===== config.mk =====
export PLATFORM = sky130hd
export DESIGN_NAME = bus_arbiter
export DESIGN_NICKNAME = d
export VERILOG_FILES = /design/src/rtl/bus_arbiter.sv
export SDC_FILE = /design/constraint.sdc
export NUM_CORES = 1
export LEC_CHECK = 0
export BUFFER_PORTS_ARGS = -buffer_cell sky130_fd_sc_hd__buf_2
export CORE_MARGIN = 2
export CORE_UTILIZATION = 27
export DETAILED_ROUTE_END_ITERATION = 6
export SYNTH_ARGS = -nofsm -noshare
export SYNTH_HDL_FRONTEND = slang
export SYNTH_SLANG_ARGS = --single-unit

===== constraint.sdc =====
create_clock -name clk -period 3.3 [get_ports clk]
set_input_delay 0.165 -clock clk [delete_from_list [all_inputs] [get_ports clk]]
set_output_delay 0.165 -clock clk [all_outputs]
set_load 0.05 [all_outputs]

===== src/rtl/bus_arbiter.sv =====
// Shared memory-bus sequencer for the fetch (IF) and load/store (MEM) requesters.
// MEM has strict priority; partial-word stores become a read-modify-write pair.
module bus_arbiter #(
  parameter int unsigned TIMEOUT = 255,
  parameter int unsigned CNT_W   = 8
) (
  input  logic        clk,
  input  logic        rst,
  input  logic        flush_i,
  input  logic        if_ce_i,
  input  logic [31:0] if_addr_i,
  output logic [31:0] if_data_o,
  output logic        if_stall_o,
  input  logic        mem_ce_i,
  input  logic        mem_we_i,
  input  logic [31:0] mem_addr_i,
  input  logic [3:0]  mem_sel_i,
  input  logic [31:0] mem_data_i,
  output logic [31:0] mem_data_o,
  output logic        mem_stall_o,
  output logic        bus_cyc_o,
  output logic        bus_stb_o,
  output logic        bus_we_o,
  output logic [31:0] bus_addr_o,
  output logic [3:0]  bus_sel_o,
  output logic [31:0] bus_data_o,
  input  logic [31:0] bus_data_i,
  input  logic        bus_ack_i,
  output logic        bus_err_o
);

  typedef enum logic [2:0] {
    IDLE, IF_RD, MEM_RD, RMW_RD, RMW_WR, MEM_WR, IF_DONE, MEM_DONE
  } state_t;

  state_t           r_state;
  logic [CNT_W-1:0] r_cnt;
  logic             r_discard;
  logic [31:0]      r_rword;

  logic             w_ack;
  logic             w_timeout;
  logic [31:0]      w_merge;
  logic [31:0]      w_mem_waddr;
  logic [31:0]      w_if_waddr;

  assign w_ack       = bus_stb_o & bus_ack_i;
  assign w_timeout   = bus_stb_o & ~bus_ack_i & (r_cnt == CNT_W'(TIMEOUT - 1));
  assign w_mem_waddr = mem_addr_i & ~32'h3;
  assign w_if_waddr  = if_addr_i & ~32'h3;

  assign mem_stall_o = mem_ce_i & (r_state != MEM_DONE);
  assign if_stall_o  = if_ce_i & (r_state != IF_DONE);

  always_comb begin
    w_merge = r_rword;
    for (int unsigned i = 0; i < 4; i++) begin
      if (mem_sel_i[i]) w_merge[8*i +: 8] = mem_data_i[8*i +: 8];
    end
  end

  always_ff @(posedge clk or negedge rst) begin
    if (!rst) begin
      r_state    <= IDLE;
      r_cnt      <= '0;
      r_discard  <= 1'b0;
      r_rword    <= '0;
      bus_cyc_o  <= 1'b0;
      bus_stb_o  <= 1'b0;
      bus_we_o   <= 1'b0;
      bus_addr_o <= '0;
      bus_sel_o  <= '0;
      bus_data_o <= '0;
      bus_err_o  <= 1'b0;
      if_data_o  <= '0;
      mem_data_o <= '0;
    end else begin
      bus_err_o <= 1'b0;
      if (bus_stb_o && !bus_ack_i && !w_timeout) r_cnt <= r_cnt + 1'b1;
      else                                      r_cnt <= '0;

      case (r_state)
        IDLE: begin
          if (mem_ce_i) begin
            bus_cyc_o <= 1'b1;
            bus_stb_o <= 1'b1;
            if (!mem_we_i) begin
              r_state    <= MEM_RD;
              bus_we_o   <= 1'b0;
              bus_addr_o <= w_mem_waddr;
              bus_sel_o  <= '1;
              bus_data_o <= '0;
            end else if (&mem_sel_i) begin
              r_state    <= MEM_WR;
              bus_we_o   <= 1'b1;
              bus_addr_o <= mem_addr_i;
              bus_sel_o  <= mem_sel_i;
              bus_data_o <= mem_data_i;
            end else begin
              r_state    <= RMW_RD;
              bus_we_o   <= 1'b0;
              bus_addr_o <= w_mem_waddr;
              bus_sel_o  <= '1;
              bus_data_o <= '0;
            end
          end else if (if_ce_i) begin
            r_state    <= IF_RD;
            bus_cyc_o  <= 1'b1;
            bus_stb_o  <= 1'b1;
            bus_we_o   <= 1'b0;
            bus_addr_o <= w_if_waddr;
            bus_sel_o  <= '1;
            bus_data_o <= '0;
          end
        end

        IF_RD: begin
          if (w_ack || w_timeout) begin
            bus_cyc_o <= 1'b0;
            bus_stb_o <= 1'b0;
            bus_err_o <= w_timeout;
            r_discard <= 1'b0;
            if (r_discard) begin
              r_state <= IDLE;
            end else begin
              r_state   <= IF_DONE;
              if_data_o <= w_ack ? bus_data_i : '0;
            end
          end else if (flush_i) begin
            r_discard <= 1'b1;
          end
        end

        MEM_RD: begin
          if (w_ack || w_timeout) begin
            bus_cyc_o  <= 1'b0;
            bus_stb_o  <= 1'b0;
            bus_err_o  <= w_timeout;
            r_state    <= MEM_DONE;
            mem_data_o <= w_ack ? bus_data_i : '0;
          end
        end

        RMW_RD: begin
          if (w_ack) begin
            bus_cyc_o <= 1'b0;
            bus_stb_o <= 1'b0;
            r_rword   <= bus_data_i;
            r_state   <= RMW_WR;
          end else if (w_timeout) begin
            bus_cyc_o  <= 1'b0;
            bus_stb_o  <= 1'b0;
            bus_err_o  <= 1'b1;
            r_state    <= MEM_DONE;
            mem_data_o <= '0;
          end
        end

        RMW_WR: begin
          // stb is low only in the first RMW_WR cycle: that is the gap before the write
          if (!bus_stb_o) begin
            bus_cyc_o  <= 1'b1;
            bus_stb_o  <= 1'b1;
            bus_we_o   <= 1'b1;
            bus_sel_o  <= '1;
            bus_data_o <= w_merge;
          end else if (w_ack || w_timeout) begin
            bus_cyc_o <= 1'b0;
            bus_stb_o <= 1'b0;
            bus_err_o <= w_timeout;
            r_state   <= MEM_DONE;
            if (w_timeout) mem_data_o <= '0;
          end
        end

        MEM_WR: begin
          if (w_ack || w_timeout) begin
            bus_cyc_o <= 1'b0;
            bus_stb_o <= 1'b0;
            bus_err_o <= w_timeout;
            r_state   <= MEM_DONE;
            if (w_timeout) mem_data_o <= '0;
          end
        end

        IF_DONE, MEM_DONE: r_state <= IDLE;

        default: r_state <= IDLE;
      endcase
    end
  end

endmodule


==> impl_metrics.env, run 1 <==
export IMPL_worst_setup_path_end_kind="flop"
export IMPL_wire_per_inst_um=17.8
export IMPL_clkPwrFrac_pct=45.8
export IMPL_total_leakage_power_nw=5.80
export IMPL_grt_pass1_wl_mm=40.8
export IMPL_gpl_final_weighted_congestion=0.742
export IMPL_worst_ep_arrival_time_ns=2.72
export IMPL_max_stage_delay_ns=0.68
export IMPL_synth_most_common_cell="dfrtp_1"
export IMPL_core_box_area_um2=30600
export IMPL_switchingPower_mw=1.08
export IMPL_number_of_synthesized_flops_with_an_enable_pin=0
export IMPL_antenna_violations_before_repair=0
export IMPL_postSynth_topFlopCell="dfrtp_1"
export IMPL_post_synth_instance_area_um2=8400
export IMPL_run_status="finished, final reports clean"
export IMPL_cts_htree_levels=4
export IMPL_path_class_of_the_lowest_slack_min_delay_path="in2reg"
export IMPL_critPathMaxFanout=32
export IMPL_synthArstFlopShare_pct=100
export IMPL_die_x_um=180
export IMPL_p_int_mw=3.49
export IMPL_remaining_drc_errors=0
export IMPL_hpwl_mm=17.9
export IMPL_fill_cells=3109
export IMPL_cts_setup_buffers=0
export IMPL_setup_tns_final_ns=0
export IMPL_synth_seq_area_share_pct=53.6
export IMPL_setup_repair_after_global_routing_missed_its_margin="no"
export IMPL_via_per_inst=4.70
export IMPL_power_share_combinational_pct=5.9
export IMPL_finalWirelength_mm=26.3
export IMPL_globalRouteOverflowTotal=0
export IMPL_die_height_um=180
export IMPL_cts_root_buffer="clkbuf_16"
export IMPL_aggregate_global_route_resource_usage_pct=16.3
export IMPL_drt_first_pass_iters=4
export IMPL_synth_compound_gate_area_share_pct=9.89
export IMPL_post_route_cells_drive_above_1_share_pct=35.2
export IMPL_netlist_top_cells_count="dfrtp_1, nand2_1, mux2i_1"
export IMPL_synth_area_leaders="dfrtp_1, mux2i_1, mux2_2"
export IMPL_portBuffers=274
export IMPL_start_kind="flop"
export IMPL_slowest_cell_on_the_critical_path="dfrtp_1"
export IMPL_max_cap_violations=0
export IMPL_clock_skew_final_ns=0.0145
export IMPL_fin_util_pct=37.0
export IMPL_power_share_sequential_pct=48.2
export IMPL_synth_top_family_by_area="multiplexers"
export IMPL_synth_top_area_share_pct=53.6
export IMPL_pin_count_of_the_biggest_net_entering_global_routing=84
export IMPL_die_area_um2=32500
export IMPL_cts_resized=0
export IMPL_dr_first_iter_drc_count=269
export IMPL_synth_adder_area_share_pct=0.596
export IMPL_ctsLongestPathBuffers=2
export IMPL_tritoncts_clock_tree="done"
export IMPL_avgSynthCellArea_um2=11.0
export IMPL_final_min_period_over_clock_period_pct=73.4
export IMPL_post_synth_inst_count=762
export IMPL_final_min_clock_period_ns=2.42
export IMPL_clk_transition_reported_paths_ns=0.07
export IMPL_clock_fmax_mhz=413
export IMPL_post_synth_xor_area_fraction_pct=0.626
export IMPL_synth_cell_types=50
export IMPL_cts_buffers_inserted=17
export IMPL_post_synthesis_sequential_element_count=180
export IMPL_yosysWarnings=0
export IMPL_cts_sinks=180
export IMPL_worstPathCellList="inv_1 -> ha_1 -> or3_1 -> buf_4 -> nand3_1 -> o211ai_1"
export IMPL_combined_area_of_the_multi_input_logic_cells_um2=3630
export IMPL_initial_core_util_pct=27.5
export IMPL_power_share_switching_pct=23.7
export IMPL_worst_margin_pin_slew_ns=0.756
export IMPL_row_count=64
export IMPL_post_synth_and_or_nand_nor_area_fraction_pct=14.8
export IMPL_layout_nets=1211
export IMPL_yosys_area_top_type="dfrtp_1"
export IMPL_finalMaxSlewViolations=0
export IMPL_route_vias_total=6953
export IMPL_grt_pass1_vias=7058
export IMPL_route_antenna_remaining_nets=0
export IMPL_worst_endpoint_required_ns=3.60
export IMPL_setup_viol=0
export IMPL_hold_viol_final=0
export IMPL_timing_max_slew_rel_slack_pct=49.6
export IMPL_seq_area_um2=4500
export IMPL_synth_area_mux_share_pct=16.4
export IMPL_cts_hold_buf=50
export IMPL_design_portCount=277
export IMPL_area_growth_syn_to_layout_pct=35.0
export IMPL_syn_nets=905
export IMPL_crit_type="reg2reg"
export IMPL_insertion_delay_ns=0.45
export IMPL_worst_ir_drop_vdd_uv=308
export IMPL_power_density_nw_per_um2=403
## cells by family after synthesis
kind of cell | after synthesis
AND/OR/NAND/NOR | 254
AO/OA/AOI/OAI | 122
XOR/XNOR | 6
flip-flops | 180
multiplexers | 129
buffers and inverters | 67
adder cells (fa/ha/maj) | 4
## placed cells by master, fill, tap and decap left out, drive strengths merged, types with 2 or more instances in the layout
| cell | n |
|---|---|
| o21a | 3 |
| clkinvlp | 2 |
| nor3 | 6 |
| dlygate4sd3 | 51 |
| nor4b | 5 |
| inv | 13 |
| nor2 | 42 |
| ha | 4 |
| xnor2 | 3 |
| clkbuf | 20 |
| mux2i | 63 |
| buf | 295 |
| o211ai | 33 |
| o31ai | 32 |
| clkinv | 3 |
| and2 | 3 |
| and3 | 33 |
| dfrtp | 180 |
| and4 | 3 |
| nand2 | 108 |
| bufinv | 2 |
| o21ai | 3 |
| xor2 | 3 |
| nand3 | 37 |
| o22ai | 2 |
| mux2 | 66 |
| nand2b | 8 |
| nor2b | 2 |
| a21oi | 39 |
| a21o | 3 |
## final timing paths
path                                     startpoint                         end  slack (ns)  cells past startpoint
setup reg to reg             r_state[1]$_DFFE_PN0P_   mem_data_o[0]$_DFFE_PN0P_        0.88                      6
setup / recovery             r_state[1]$_DFFE_PN0P_   mem_data_o[0]$_DFFE_PN0P_        0.88                      6
hold reg to reg            bus_sel_o[0]$_DFFE_PN0P_    bus_sel_o[0]$_DFFE_PN0P_        0.46                      1
min in group asynchronous                       rst   bus_data_o[1]$_DFFE_PN0P_        0.32                      2
max in group asynchronous                       rst  mem_data_o[24]$_DFFE_PN0P_        2.06                      3
hold / removal                        if_addr_i[25]  bus_addr_o[25]$_DFFE_PN0P_        0.02                      3
## registers in the layout, indices dropped and copies added (netlist names)
name        count
r_discard       1
r_rword        32
bus_addr_o     32
bus_sel_o       4
r_state         3
mem_data_o     32
bus_stb_o       1
r_cnt           8
bus_we_o        1
bus_err_o       1
if_data_o      32
bus_data_o     32
bus_cyc_o       1
## cell type report
| type | count | share of cell area (%) |
|---|---|---|
| multi-input combinational | 515 | 32.1 |
| inverter | 7 | 0.232 |
| clock buffer | 19 | 3.91 |
| sequential | 180 | 39.7 |
| tap | 396 | 4.37 |
| antenna | 1 | 0.0221 |
| timing repair buffer | 347 | 18.4 |
| clock inverter | 13 | 1.29 |
## through the flow
step	std cells	instance area, µm²	hold WS (ns)	power [mW]	setup WS, ns
final	1478	11300	0.0230	4.57	0.876
after global routing	1477	11300	0.00635	4.76	0.663
after CTS	1476	11300	0.0000707	4.65	0.839
after detailed placement	1394	10200	0.263	2.47	0.840
after global placement	1394	10200	0.263	2.47	0.889
after floorplan	762	8400	-0.131	2.30	1.33
## per-layer routing
metal	part of all wire, %	GRT usage [%]	vias up
met4	1.0	4.35	0
met5	0	0	-
li1	-	-	3310
met2	48	26.5	254
met3	6.3	3.98	14
met1	45	21.6	3375
## worst max-delay path, delay by kind of cell, from the launching register on
family | cells | cell delay, ns
AO/OA/AOI/OAI | 1 | 0.10
adder cells (fa/ha/maj) | 1 | 0.40
buffers and inverters | 2 | 0.53
flip-flops | 1 | 0.68
AND/OR/NAND/NOR | 2 | 0.55
## power by group through the flow
stage	Combinational, mW	Sequential (mW)	Clock, mW
floorplan	0.0557	2.25	0
global placement	0.225	2.25	0
detailed placement	0.227	2.25	0
CTS	0.276	2.20	2.17
global route	0.299	2.20	2.25
finish	0.272	2.20	2.09
No activity file was read; power rests on OpenSTA's default activity.
==> run 2: changes to the inputs <==
- ABC_AREA: default -> 1
- clock period: 3.3 -> 1.95 ns (I/O delays scaled with it)
==> run 2 against run 1 <==
Total power increased to 4.5 times the previous value. Via count increased by 19%. Synthesized area increased by 1.4%. Sequential power increased to 2.8 times the previous value. Die area increased by 1.4%. Synthesized cell count increased by 35%. First-iteration DRC count increased by 56%. Critical path type unchanged. Cell count increased by 24%. Largest power group is now combinational logic. Hold slack improved by 0.0053 ns. Cell area increased by 7.5%.
==> impl_metrics.env, run 2 <==
export IMPL_cts_sinks=180
export IMPL_setup_tns_final_ns=0
export IMPL_route_antenna_remaining_nets=0
export IMPL_worst_setup_path_end_kind="flop"
export IMPL_final_min_clock_period_ns=1.76
export IMPL_switchingPower_mw=10.8
export IMPL_design_portCount=277
export IMPL_dr_first_iter_drc_count=419
export IMPL_synth_top_area_share_pct=52.9
export IMPL_path_class_of_the_lowest_slack_min_delay_path="in2reg"
export IMPL_portBuffers=274
export IMPL_post_route_cells_drive_above_1_share_pct=25.7
export IMPL_post_synth_instance_area_um2=8510
export IMPL_route_vias_total=8258
export IMPL_finalMaxSlewViolations=0
export IMPL_cts_buffers_inserted=17
export IMPL_max_cap_violations=0
export IMPL_critPathMaxFanout=36
export IMPL_hold_viol_final=0
export IMPL_area_growth_syn_to_layout_pct=43.1
export IMPL_r2r_slack_ns=0.19
export IMPL_hpwl_mm=20.0
export IMPL_drt_first_pass_iters=7
export IMPL_synth_seq_area_share_pct=52.9
export IMPL_remaining_drc_errors=0
export IMPL_synth_area_leaders="dfrtp_1, nand2_1, nor2_1"
export IMPL_cts_htree_levels=4
export IMPL_initial_core_util_pct=27.2
export IMPL_p_int_mw=9.92
export IMPL_worst_ir_drop_vdd_uv=804
export IMPL_avgSynthCellArea_um2=8.25
export IMPL_die_x_um=182
export IMPL_final_cell_mix="nand2_1, buf_2, dfrtp_1, dlygate4sd3_1, nor2_1"
export IMPL_final_min_period_over_clock_period_pct=90.4
export IMPL_antenna_violations_before_repair=6
export IMPL_globalRouteOverflowTotal=0
export IMPL_clock_skew_final_ns=0.0104
export IMPL_start_kind="flop"
export IMPL_power_share_sequential_pct=29.6
export IMPL_fin_util_pct=38.9
export IMPL_clock_fmax_mhz=567
export IMPL_tritoncts_clock_tree="done"
export IMPL_min_delay_worst_endpoint="bus_data_o[30]$_DFFE_PN0P_"
export IMPL_yosysWarnings=0
export IMPL_via_per_inst=4.50
export IMPL_synth_most_common_cell="nand2_1"
export IMPL_hold_path_startpoint="mem_data_i[30]"
export IMPL_dp_slack_ns=0.192
export IMPL_number_of_synthesized_flops_with_an_enable_pin=0
export IMPL_die_height_um=182
export IMPL_gpl_final_weighted_congestion=0.942
export IMPL_timing_critical_path_from="r_state[2]$_DFFE_PN0P_"
export IMPL_total_leakage_power_nw=6.44
export IMPL_clkPwrFrac_pct=16.9
export IMPL_power_share_combinational_pct=53.5
export IMPL_cts_root_buffer="clkbuf_16"
export IMPL_worst_endpoint_required_ns=2.28
export IMPL_post_synth_inst_count=1032
export IMPL_power_share_switching_pct=52.2
export IMPL_synthArstFlopShare_pct=100
export IMPL_r2r_end="bus_addr_o[5]$_DFFE_PN0P_"
export IMPL_finalWirelength_mm=28.9
export IMPL_worst_ep_arrival_time_ns=2.09
export IMPL_die_area_um2=33000
export IMPL_pin_count_of_the_biggest_net_entering_global_routing=65
export IMPL_setup_viol=0
export IMPL_worst_margin_pin_slew_ns=0.486
export IMPL_r2r_start="r_state[2]$_DFFE_PN0P_"
export IMPL_row_count=65
export IMPL_cts_resized=0
export IMPL_run_status="finished, final reports clean"
export IMPL_grt_pass1_vias=8312
export IMPL_crit_type="reg2reg"
export IMPL_postSynth_topFlopCell="dfrtp_1"
export IMPL_synth_cell_types=34
export IMPL_core_box_area_um2=31300
export IMPL_wire_per_inst_um=15.8
export IMPL_hold_path_depth=5
export IMPL_netlist_top_cells_count="nand2_1, dfrtp_1, nor2_1"
export IMPL_ff2ff_path_depth=5
export IMPL_finalWorstSetupSlack_ns=0.187
export IMPL_grt_pass1_wl_mm=45.2
export IMPL_layout_nets=1556
export IMPL_setup_repair_after_global_routing_missed_its_margin="no"
export IMPL_yosys_area_top_type="dfrtp_1"
export IMPL_syn_nets=1175
export IMPL_insertion_delay_ns=0.44
export IMPL_aggregate_global_route_resource_usage_pct=17.6
export IMPL_final_common_cell="nand2_1"
export IMPL_power_density_nw_per_um2=1700
export IMPL_ctsLongestPathBuffers=2
export IMPL_post_layout_total_power_mw=20.8
export IMPL_post_synthesis_sequential_element_count=180
export IMPL_timing_max_slew_rel_slack_pct=67.5
export IMPL_clk_transition_reported_paths_ns=0.08
==> run 2: logic make-up (layout without fill, tap and decap cells) <==
kind of cell | Yosys count | after routing | synth area share, %
fa+ha+maj | 4 | 4 | 0.588
other cells | 0 | 6 | 0
simple gates | 580 | 580 | 29.6
buf+inv | 148 | 542 | 8.14
flops | 180 | 180 | 52.9
xor+xnor | 1 | 1 | 0.103
compound gates | 119 | 119 | 8.63
==> run 2: power by group through the flow <==
stage / logic (mW) / clock network (mW) / registers [mW]
6_report: 11.1 / 3.51 / 6.14
5_1_grt: 11.9 / 3.78 / 6.33
3_5_place_dp: 10.9 / 0 / 6.17
4_1_cts: 11.2 / 3.63 / 6.13
2_1_floorplan: 3.92 / 0 / 10.2
3_3_place_gp: 10.8 / 0 / 6.15
==> run 2: worst max-delay path, stage by stage (launching register included) <==
cell and delay, ns:
dfrtp_1 0.47, inv_2 0.19, nand2_1 0.07, or2_2 0.35, buf_4 0.27, o31ai_1 0.28
==> run 2: area by class of cell <==
cell class,count,area [µm²]
well taps,402,503
inverters,93,349
multi-input cells,704,3320
fillers,3167,19100
clock buffers,19,443
clock inverters,13,138
diodes,6,15.0
repair buffers,417,2910
flip-flops and latches,180,4500
==> run 2: worst max-delay path by stage <==
stage | slack [ns] | endpoint | cells past startpoint
after floorplan | 0.14 | if_data_o[23]$_DFFE_PN0P_ | 8
after global placement | 0.20 | if_data_o[23]$_DFFE_PN0P_ | 10
after detailed placement | 0.19 | if_data_o[8]$_DFFE_PN0P_ | 10
after CTS | 0.17 | if_data_o[8]$_DFFE_PN0P_ | 10
after global routing | 0.003 | if_data_o[20]$_DFFE_PN0P_ | 10
final | 0.19 | bus_addr_o[5]$_DFFE_PN0P_ | 5
==> run 2: repair_timing <==
item | CTS | global route
hold buffers | 122 | 0
setup buffers | 0 | 1
hold endpoints to repair | 155 | 0
endpoints found under the setup margin | 0 | 9
==> run 2: per-stage QoR <==
stage	hold slack, ns	cell area, µm²	instances
floorplan	-0.198	8510	1032
global placement	0.0795	10400	1673
detailed placement	0.0814	10400	1673
CTS	0.00274	12200	1827
global route	0.0140	12200	1834
finish	0.0283	12200	1834
==> run 2: routing by layer <==
layer  GRT usage (%)  up-vias  share of wire [%]
met5               0        -                  0
met4            9.66        0                4.5
met3            3.61       82                5.0
met2            26.4      279                 44
met1            23.7     3822                 46
li1                -     4075                  -
